--- src/rtl/cellrv32_bus_switch_pkg.sv ---
// cellrv32_bus_switch_pkg: shared FSM state type and bus-owner encodings for the bus switch.
`default_nettype none

package cellrv32_bus_switch_pkg;

   typedef enum logic [1:0] {
      IDLE   = 2'd0,
      BUSY_A = 2'd1,
      BUSY_B = 2'd2
   } bus_switch_state_t;

   localparam logic bus_src_a_c = 1'b0;
   localparam logic bus_src_b_c = 1'b1;

endpackage

`default_nettype wire

--- src/rtl/cellrv32_bus_switch_port.sv ---
// cellrv32_bus_switch_port: per-host request capture (pending/write flags) and read-only write error.
`default_nettype none

module cellrv32_bus_switch_port #(
   parameter bit READ_ONLY = 1'b0
) (
   input  logic clk_i,
   input  logic rstn_i,
   input  logic re_i,
   input  logic we_i,
   input  logic done_i,
   output logic req_o,
   output logic wr_o,
   output logic err_o
);

   logic pend;
   logic wr;
   logic ro_err;
   logic strobe;
   logic ro_write;
   logic accept;

   assign strobe   = re_i | we_i;
   assign ro_write = READ_ONLY ? we_i : 1'b0;
   // Strobes while a request is outstanding are protocol violations and are dropped.
   assign accept   = strobe & ~pend & ~ro_write;

   always_ff @(posedge clk_i or negedge rstn_i) begin
      if (!rstn_i) begin
         pend   <= 1'b0;
         wr     <= 1'b0;
         ro_err <= 1'b0;
      end else begin
         ro_err <= strobe & ~pend & ro_write;
         if (accept) begin
            pend <= 1'b1;
            wr   <= we_i;
         end else if (done_i) begin
            pend <= 1'b0;
         end
      end
   end

   assign req_o = pend | accept;
   assign wr_o  = pend ? wr : we_i;
   assign err_o = ro_err;

endmodule

`default_nettype wire

--- src/rtl/cellrv32_bus_switch.sv ---
// cellrv32_bus_switch: two-host (data A / fetch B) arbiter onto the internal bus, one transfer at a time.
// Optional CELLRV32_BUS_SWITCH_RR_EN selects round-robin instead of fixed A-over-B priority.
`default_nettype none

module cellrv32_bus_switch
   import cellrv32_bus_switch_pkg::*;
#(
   parameter bit PORT_A_READ_ONLY = 1'b0,
   parameter bit PORT_B_READ_ONLY = 1'b1
) (
   input  logic        clk_i,
   input  logic        rstn_i,
   input  logic [31:0] a_addr_i,
   input  logic [31:0] a_wdata_i,
   input  logic [3:0]  a_ben_i,
   input  logic        a_re_i,
   input  logic        a_we_i,
   output logic [31:0] a_rdata_o,
   output logic        a_ack_o,
   output logic        a_err_o,
   input  logic [31:0] b_addr_i,
   input  logic [31:0] b_wdata_i,
   input  logic [3:0]  b_ben_i,
   input  logic        b_re_i,
   input  logic        b_we_i,
   output logic [31:0] b_rdata_o,
   output logic        b_ack_o,
   output logic        b_err_o,
   output logic        bus_src_o,
   output logic [31:0] bus_addr_o,
   output logic [31:0] bus_wdata_o,
   output logic [3:0]  bus_ben_o,
   output logic        bus_re_o,
   output logic        bus_we_o,
   input  logic [31:0] bus_rdata_i,
   input  logic        bus_ack_i,
   input  logic        bus_err_i
);

   bus_switch_state_t state;
   logic req_a, req_b;
   logic wr_a, wr_b;
   logic ro_err_a, ro_err_b;
   logic done_a, done_b;
   logic busy_a, busy_b;
   logic grant_a, grant_b;
   logic src;
`ifdef CELLRV32_BUS_SWITCH_RR_EN
   logic last_grant;
`endif

   cellrv32_bus_switch_port #(.READ_ONLY(PORT_A_READ_ONLY)) u_port_a (
      .clk_i  (clk_i),
      .rstn_i (rstn_i),
      .re_i   (a_re_i),
      .we_i   (a_we_i),
      .done_i (done_a),
      .req_o  (req_a),
      .wr_o   (wr_a),
      .err_o  (ro_err_a)
   );

   cellrv32_bus_switch_port #(.READ_ONLY(PORT_B_READ_ONLY)) u_port_b (
      .clk_i  (clk_i),
      .rstn_i (rstn_i),
      .re_i   (b_re_i),
      .we_i   (b_we_i),
      .done_i (done_b),
      .req_o  (req_b),
      .wr_o   (wr_b),
      .err_o  (ro_err_b)
   );

   assign busy_a = (state == BUSY_A);
   assign busy_b = (state == BUSY_B);
   assign done_a = busy_a & (bus_ack_i | bus_err_i);
   assign done_b = busy_b & (bus_ack_i | bus_err_i);

   always_comb begin
      grant_a = 1'b0;
      grant_b = 1'b0;
      if (state == IDLE) begin
`ifdef CELLRV32_BUS_SWITCH_RR_EN
         grant_b = req_b & (~req_a | (last_grant == bus_src_a_c));
`else
         grant_b = req_b & ~req_a;
`endif
         grant_a = req_a & ~grant_b;
      end
   end

   always_comb begin
      src = bus_src_a_c;
      case (state)
         BUSY_A:  src = bus_src_a_c;
         BUSY_B:  src = bus_src_b_c;
         default: src = grant_b ? bus_src_b_c : bus_src_a_c;
      endcase
   end

   assign bus_src_o   = src;
   assign bus_addr_o  = (src == bus_src_b_c) ? b_addr_i  : a_addr_i;
   assign bus_wdata_o = (src == bus_src_b_c) ? b_wdata_i : a_wdata_i;
   assign bus_ben_o   = (src == bus_src_b_c) ? b_ben_i   : a_ben_i;
   assign bus_re_o    = (grant_a & ~wr_a) | (grant_b & ~wr_b);
   assign bus_we_o    = (grant_a &  wr_a) | (grant_b &  wr_b);

   // Error takes precedence over a simultaneous acknowledge.
   assign a_ack_o   = busy_a & bus_ack_i & ~bus_err_i;
   assign a_err_o   = (busy_a & bus_err_i) | ro_err_a;
   assign a_rdata_o = busy_a ? bus_rdata_i : 32'h0;
   assign b_ack_o   = busy_b & bus_ack_i & ~bus_err_i;
   assign b_err_o   = (busy_b & bus_err_i) | ro_err_b;
   assign b_rdata_o = busy_b ? bus_rdata_i : 32'h0;

   always_ff @(posedge clk_i or negedge rstn_i) begin
      if (!rstn_i) begin
         state <= IDLE;
`ifdef CELLRV32_BUS_SWITCH_RR_EN
         last_grant <= bus_src_a_c;
`endif
      end else begin
         case (state)
            IDLE: begin
               if (grant_a) begin
                  state <= BUSY_A;
               end else if (grant_b) begin
                  state <= BUSY_B;
               end
`ifdef CELLRV32_BUS_SWITCH_RR_EN
               if (grant_a) begin
                  last_grant <= bus_src_a_c;
               end else if (grant_b) begin
                  last_grant <= bus_src_b_c;
               end
`endif
            end
            BUSY_A: begin
               if (done_a) begin
                  state <= IDLE;
               end
            end
            BUSY_B: begin
               if (done_b) begin
                  state <= IDLE;
               end
            end
            default: state <= IDLE;
         endcase
      end
   end

endmodule

`default_nettype wire
--- config.mk ---
export PLATFORM = sky130hd
export DESIGN_NAME = cellrv32_bus_switch
export DESIGN_NICKNAME = d
export VERILOG_FILES = /design/src/rtl/cellrv32_bus_switch_pkg.sv /design/src/rtl/cellrv32_bus_switch_port.sv /design/src/rtl/cellrv32_bus_switch.sv
export SDC_FILE = /design/constraint.sdc
export NUM_CORES = 1
export LEC_CHECK = 0
export CAP_MARGIN = 30
export CORE_AREA = 4 4 121 123
export CTS_CLUSTER_DIAMETER = 60
export DETAILED_ROUTE_END_ITERATION = 8
export DIE_AREA = 0 0 125 127
export PLACE_DENSITY = 0.61
export RECOVER_POWER = 25
export SYNTH_ARGS = -nofsm -noshare
export SYNTH_HDL_FRONTEND = slang
export SYNTH_SLANG_ARGS = --single-unit
export TNS_END_PERCENT = 50
--- constraint.sdc ---
create_clock -name clk_i -period 4.3 [get_ports clk_i]
set_input_delay 0.86 -clock clk_i [delete_from_list [all_inputs] [get_ports clk_i]]
set_output_delay 0.86 -clock clk_i [all_outputs]
set_load 0.05 [all_outputs]
Word level (Yosys, flattened, before mapping)

Cells that the tools add are included.

Equal/unequal tests: 5
Reduce and logical (&&, ||, !) cells: 4
Bitwise gates (word level): 34
Muxes and demuxes: 20

Operator list:

| operator           | number |
|---|---|
| $mux 32            | 4 |
| $and 1x1->1        | 18 |
| $mux 1             | 9 |
| $mux 2             | 4 |
| $not 1->1          | 8 |
| $or 1x1->1         | 8 |
| $pmux 2 s3         | 1 |
| $mux 4             | 1 |
| $ne 2x2->1 const B | 2 |
| $reduce_bool 2->1  | 2 |
| $ne 3x3->1 const B | 1 |
| $reduce_and 3->1   | 1 |
| $eq 2x1->1 const B | 1 |
| $eq 2x2->1 const B | 1 |
| $logic_not 2->1    | 1 |
| $pmux 1 s2         | 1 |

Output and inout port bits: 139
Logic and storage cells: 69
Input port bits: 176
Bits in registers: 7

Depth between registers and ports, before layout

Gate-level depths: netlist of run 1.

Depth after elaboration: 10
Mapped depth: 9
Mapped depth without buffers: 6

Hierarchy

A second synthesis of run 1 with hierarchy kept.

Cell total of the unflattened synthesis: 200
Area, all modules: 1759.2 um^2

By module, submodules not included:

| module                               | times used | seq. area each (um^2) | area an instance (um^2) | cells an instance |
|---|---|---|---|---|
| cellrv32_bus_switch                  | 1          | 50.0                  | 1521.5                  | 179 |
| cellrv32_bus_switch_port at u_port_b | 1          | 75.1                  | 128.9                   | 9 |
| cellrv32_bus_switch_port at u_port_a | 1          | 50.0                  | 108.9                   | 12 |

Least setup slack after synthesis of run 1

No wires, ideal clock.

Kind: input-to-output
From: input b_we_i
To: output bus_re_o
Arrival: 2.345 ns
Cell stages on the path: 4
Required time: 3.440 ns
Buffers on the path: 0
Path slack: 1.095 ns
Path through: nand2b_1 -> nor2_1 -> o21ai_0 -> a21boi_0

Word-level cells in the longest chain between the ends: 10
Elaborated cells between the ends (all ways): 15
Those cells by class: mux: 3; bitwise: 12

Ends and longest elaborated chain:

| what                     | line                           | text |
|---|---|---|
| start, declared          | cellrv32_bus_switch.sv:25      | `input logic b_we_i,` |
| $or 1x1->1               | cellrv32_bus_switch_port.sv:24 | `assign strobe = re_i \| we_i;` |
| $and 1x1->1 (2 in a row) | cellrv32_bus_switch_port.sv:27 | `assign accept = strobe & ~pend & ~ro_write;` |
| $or 1x1->1               | cellrv32_bus_switch_port.sv:45 | `assign req_o = pend \| accept;` |
| $and 1x1->1              | cellrv32_bus_switch.sv:86      | `grant_b = req_b & ~req_a;` |
| $not 1->1                | cellrv32_bus_switch.sv:88      | `grant_a = req_a & ~grant_b;` |
| $and 1x1->1              | cellrv32_bus_switch.sv:88      |  |
| $mux 1                   | cellrv32_bus_switch.sv:82      | `if (state == IDLE) begin` |
| $and 1x1->1              | cellrv32_bus_switch.sv:105     | `assign bus_re_o = (grant_a & ~wr_a) \| (grant_b & ~wr_b);` |
| $or 1x1->1 *             | cellrv32_bus_switch.sv:105     |  |
| end, declared            | cellrv32_bus_switch.sv:33      | `output logic bus_re_o,` |

Every way passes the cells marked *; elsewhere a longest branch is shown, timed or not.

Worst setup path in the final report of run 1

From: input a_re_i
To: output bus_wdata_o[28]

Word-level cells in the longest chain between the ends: 9

Ends and longest elaborated chain:

| what            | line                           | text |
|---|---|---|
| start, declared | cellrv32_bus_switch.sv:16      | `input logic a_re_i,` |
| $or 1x1->1      | cellrv32_bus_switch_port.sv:24 |  |
| $and 1x1->1     | cellrv32_bus_switch_port.sv:27 |  |
| $or 1x1->1      | cellrv32_bus_switch_port.sv:45 |  |
| $not 1->1       | cellrv32_bus_switch.sv:86      |  |
| $and 1x1->1     | cellrv32_bus_switch.sv:86      |  |
| $mux 1          | cellrv32_bus_switch.sv:82      |  |
| $mux 1          | cellrv32_bus_switch.sv:97      | `default: src = grant_b ? bus_src_b_c : bus_src_a_c;` |
| $pmux 1 s2      | cellrv32_bus_switch.sv:94      | `case (state)` |
| $mux 32         | cellrv32_bus_switch.sv:103     | `assign bus_wdata_o = (src == bus_src_b_c) ? b_wdata_i : a_wdata_i;` |
| end, declared   | cellrv32_bus_switch.sv:31      | `output logic [31:0] bus_wdata_o,` |

Every way passes these cells.

==> impl_metrics.csv, run 1 <==
group,metric,value,unit
global_routing,grt_pass1_wl,17900,um
synth,avgSynthCellArea,8.80,um2
synth,async_flop_share,1.00,
die,core-area,13700,um2
job,maxCapViolations,0,
synth,yosysMostFrequentCell,"and2_1",
die,start_util,0.126,
clocking,clock_sinks,7,
final_layout,layout-drive-gt1-share,0.290,
detailed_routing,routedWlPerCell,17.9,um
clocking,ctsHoldBuffers,0,
detailed_routing,drt-initial-drc-count,47,
final_layout,final_cell_count_no_fill,684,
die,die_area,15900,um2
power_and_ir_drop,vdd.ir_drop.worst,481,uV
critical_path,cp_data_required_time,3440,ps
sta,setup-tns-final,0,ps
sta,max_slew_margin,0.344,
synth,synth.top_cell.area_share,0.385,
synth,synth_warnings,0,
global_routing,track_usage,0.141,
critical_path,critical_path_class,"in -> out",
die,num_rows,43,
sta,finalCriticalPeriod,4000,ps
sta,final.period_utilization,0.931,
placement,dpl_cell_area,5640,um2
power_and_ir_drop,power_density,876,nW/um2
clocking,post_cts_buffers,0,
sta,worst_pin_slew,984,ps
clocking,cts_root_buffer,"clkbuf_16",
critical_path,critPathLaunchType,"primary input",
run_status,status,"finished clean",
final_layout,design_area,5720,um2
clocking,clkLatencyLatePin,230,ps
synth,synthTopCellsByCount,"and2_1 (66), mux2_2 (59), mux2_4 (9), dfrtp_1 (7), inv_1 (7)",
die,io_pins,315,
clocking,cts_max_level,1,
critical_path,path_max_fanout,20,
synth,synth_edf_count,0,
synth,synthesis.nets,375,
clocking,path_clk_slew,40,ps
detailed_routing,firstDrtPassIters,4,
sta,rsz0062_at_grt,"no",
clocking,cts_buffers,3,
synth,synth.distinct_cells,28,
placement,port-buffer-count,314,
synth,synth-seq-cells,7,
detailed_routing,antenna_left,0,
critical_path,end_kind,"output pin",
global_routing,antenna_found_initial,1,
final_layout,area_growth,232,%
sta,maxSlewViolCount,0,
critical_path,crit_arrival,3140,ps
clocking,tritoncts,"yes",
synth,synth_cells,196,
detailed_routing,via_per_inst,3.85,
die,chipWidth,125,um
synth,ys_seq_area_frac,0.102,
power_and_ir_drop,leakage,2.40,nW
synth,ys_top_cells_by_area,"mux2_2 (39%), and2_1 (24%), dfrtp_1 (10%)",
placement,place_congestion,0.853,
sta,hold_violations,0,
power_and_ir_drop,totalPowerFinal,5.01,mW
synth,yosysTopAreaCell,"mux2_2",
global_routing,grt_pass1_vias,2888,
detailed_routing,route.vias.total,2633,
synth,synth-main-ff-cell,"dfrtp_1",
detailed_routing,drc_errors,0,
synth,synth_area,1720,um2
sta,setup-violations-final,0,
final_layout,nets,683,
clocking,cts_max_path_buffers,2,
placement,placed_cells,679,
clocking,cts_resized,0,
global_routing,overflow,0,
sta,max_freq,250,MHz
global_routing,grt_max_degree,37,
final_layout,num-fill-cells,1314,
hold_path,hold_path_class,"reg -> reg",
detailed_routing,wirelength,12200,um
die,fp.dieH,127,um
sta,fin_skew,0.221,ps
placement,place_hpwl,10800,um
flip-flops by register name, indices dropped and copies added (netlist names):
register / cells
state: 2
u_port_a.pend: 1
u_port_a.wr: 1
u_port_b.err_o: 1
u_port_b.pend: 1
u_port_b.wr: 1
power breakdown:
group / total [mW] / internal [mW] / switching (mW)
logic: 4.73 / 2.10 / 2.63
clock network: 0.159 / 0.123 / 0.0355
registers: 0.118 / 0.0908 / 0.0273
total: 5.01 / 2.32 / 2.69
kinds of logic (layout without fill, tap and decap cells):
group                    Yosys count  in the layout  synth area share
adder cells (fa/ha/maj)            3              3            0.0218
other                              0              1                 0
flip-flops                         7              7             0.102
buffers and inverters             21            328            0.0624
multiplexers                      68             68             0.464
AO/OA/AOI/OAI                     14             14            0.0537
AND/OR/NAND/NOR                   83             83             0.297
cells in the final DEF, fill, tap and decap left out, types with 6 or more instances in the layout:
cell               n
and2_1            65
buf_12            62
buf_4             10
clkdlybuf4s50_1  218
dfrtp_1            7
dlygate4sd3_1     27
inv_1              7
mux2_2            59
mux2_4             9
nor2_1             6
critical path, cell delays in order:
cell and delay (ps):
dlygate4sd3_1 580, nor4b_2 320, nor2_1 70, a221o_2 530, buf_12 260, mux2_4 310
buf_4 190
final timing paths:
| check | start | endpoint | slack, ps | cells past startpoint |
|---|---|---|---|---|
| worst max-delay path | a_re_i | bus_wdata_o[28] | 300 | 7 |
| max in group asynchronous | rstn_i | u_port_a.pend | 3090 | 1 |
| worst max register to register | state[1] | state[0] | 2310 | 6 |
| worst min-delay path | u_port_a.wr | u_port_a.wr | 510 | 2 |
| min in group asynchronous | rstn_i | u_port_b.wr | 970 | 1 |
| worst min register to register | u_port_a.wr | u_port_a.wr | 510 | 2 |
area by class of cell:
| cell class | count | area [um2] | share of cell area |
|---|---|---|---|
| tap | 180 | 225 | 0.0394 |
| multi-input combinational | 168 | 1440 | 0.252 |
| timing repair buffer | 317 | 3770 | 0.659 |
| antenna | 1 | 2.50 | 0.000438 |
| clock buffer | 4 | 78.8 | 0.0138 |
| sequential | 7 | 175 | 0.0306 |
| inverter | 7 | 26.3 | 0.00459 |
per-stage QoR:
step           hold WS [ps]  setup WS, ps  utilization
2_1_floorplan           465          1100            -
3_3_place_gp            490           400        0.413
3_5_place_dp            503           363        0.413
4_1_cts                 515           359        0.418
5_1_grt                 532           163        0.419
6_report                506           297        0.419
routing by layer:
| layer | wire, um | up-vias | GRT usage |
|---|---|---|---|
| li1 | - | 1284 | - |
| met1 | 4570 | 1201 | 0.158 |
| met2 | 6670 | 138 | 0.268 |
| met3 | 832 | 10 | 0.0364 |
| met4 | 142 | 0 | 0.0300 |
| met5 | 0 | - | 0 |
(Power assumes the default switching activity.)
==> inputs of run 2 (changes only) <==
CAP_MARGIN = unset   (was 30)
PLACE_DENSITY = 0.6   (was 0.61)
==> impl_metrics.csv, run 2 (synthesis results as in run 1) <==
group,metric,value,unit
clocking,cts_max_path_buffers,2,
detailed_routing,wirelength,13200,um
clocking,cts_resized,0,
placement,dp_slack,441,ps
critical_path,end_kind,"output pin",
die,chipWidth,125,um
final_layout,nets,684,
power_and_ir_drop,totalPowerFinal,5.06,mW
detailed_routing,routedWlPerCell,19.3,um
die,fp.dieH,127,um
power_and_ir_drop,vdd.ir_drop.worst,268,uV
final_layout,largest_reg_flops,2,
critical_path,reg2regPathDepth,6,
critical_path,cp_data_required_time,3440,ps
critical_path,r2r_slack,2310,ps
critical_path,r2r_end,"state[0]",
final_layout,final_common_cell,"clkdlybuf4s50_1",
detailed_routing,firstDrtPassIters,4,
global_routing,grt_pass1_wl,19300,um
sta,rsz0062_at_grt,"no",
power_and_ir_drop,clockPowerShare,0.031,
critical_path,crit_arrival,3090,ps
critical_path,path_max_fanout,20,
power_and_ir_drop,p_sw_frac,0.541,
final_layout,regMostFlops,"state",
clocking,cts_root_buffer,"clkbuf_16",
die,num_rows,43,
clocking,ctsHoldBuffers,0,
power_and_ir_drop,power_density,883,nW/um2
final_layout,layout-drive-gt1-share,0.292,
detailed_routing,antenna_left,0,
die,core-area,13700,um2
clocking,path_clk_slew,40,ps
hold_path,hold_path_startpoint,"u_port_b.wr",
sta,maxSlewViolCount,0,
global_routing,overflow,0,
global_routing,track_usage,0.155,
critical_path,critPathLaunchType,"primary input",
die,die_area,15900,um2
sta,fin_skew,0.969,ps
final_layout,layout.cells.most_common_list,"clkdlybuf4s50_1 (218), and2_1 (65), buf_12 (61)",
detailed_routing,via_per_inst,3.88,
sta,setup-tns-final,0,ps
sta,max_freq,253,MHz
run_status,status,"finished clean",
power_and_ir_drop,leakage,2.40,nW
job,maxCapViolations,0,
sta,final.period_utilization,0.919,
sta,max_slew_margin,0.346,
clocking,cts_buffers,3,
hold_path,holdPathStages,1,
hold_path,holdPathEnd,"u_port_b.wr",
power_and_ir_drop,intPower,2.32,mW
clocking,tritoncts,"yes",
sta,worst_pin_slew,982,ps
critical_path,critical_path_class,"in -> out",
clocking,cts_max_level,1,
clocking,post_cts_buffers,0,
final_layout,area_growth,232,%
power_and_ir_drop,comb_power_share,0.945,
global_routing,antenna_found_initial,1,
power_and_ir_drop,p_switching,2.73,mW
sta,finalCriticalPeriod,3950,ps
sta,fin_ws,350,ps
sta,setup-violations-final,0,
die,io_pins,315,
die,start_util,0.126,
global_routing,grt_pass1_vias,2942,
detailed_routing,route.vias.total,2665,
critical_path,r2r-start,"state[1]",
global_routing,grt_max_degree,37,
sta,hold_violations,0,
placement,place_hpwl,11500,um
placement,port-buffer-count,314,
detailed_routing,drc_errors,0,
hold_path,hold_path_class,"reg -> reg",
clocking,clkLatencyLatePin,230,ps
detailed_routing,drt-initial-drc-count,59,
placement,place_congestion,0.973,
power_and_ir_drop,sequentialPowerShare,0.024,
clocking,clock_sinks,7,
==> run 2: cell types whose count changed in the layout (fill, tap and decap cells not counted), sizes merged <==
cell / change
buf: +1
diode: +1
==> run 2: how the worst max path moves through the flow <==
| stage | startpoint | to |
|---|---|---|
| finish | a_re_i | bus_wdata_o[29] |
| global route | a_re_i | bus_wdata_o[29] |
| CTS | a_we_i | bus_wdata_o[29] |
| detailed placement | a_we_i | bus_wdata_o[29] |
| global placement | a_we_i | bus_wdata_o[26] |
| floorplan | b_we_i | bus_re_o |
==> run 2: critical path: stages <==
cell           delay, ps
dlygate4sd3_1        590
nor4b_2              300
nor2_1                80
a221o_4              480
buf_4                250
mux2_4               320
buf_4                190
==> run 2: through the flow <==
stage	instance area, um2	utilization	instances	hold slack (ps)
after global placement	5640	0.413	680	486
after global routing	5720	0.419	684	556
after floorplan	1720	-	196	465
final	5730	0.419	686	519
after detailed placement	5640	0.413	680	509
after CTS	5720	0.419	684	523
==> run 2: per-layer routing <==
metal	up-vias	wire, um	GRT usage
met3	14	952	0.0397
met2	158	6700	0.280
li1	1293	-	-
met1	1198	5370	0.188
met5	-	8	0
met4	2	212	0.0242
==> run 2: final cells by class <==
class / instances / area (um2)
inverter: 7 / 26.3
timing repair buffer: 318 / 3760
tap: 180 / 225
antenna: 2 / 5.00
fill: 1321 / 7940
clock buffer: 4 / 78.8
sequential: 7 / 175
multi-input combinational: 168 / 1450
==> run 2: power by group through the flow <==
stage	logic (mW)	clock network, mW	registers [mW]
after floorplan	2.74	0	0.111
after CTS	4.84	0.161	0.119
after global placement	4.80	0	0.117
final	4.78	0.158	0.120
after global routing	4.94	0.170	0.123
after detailed placement	4.82	0	0.119
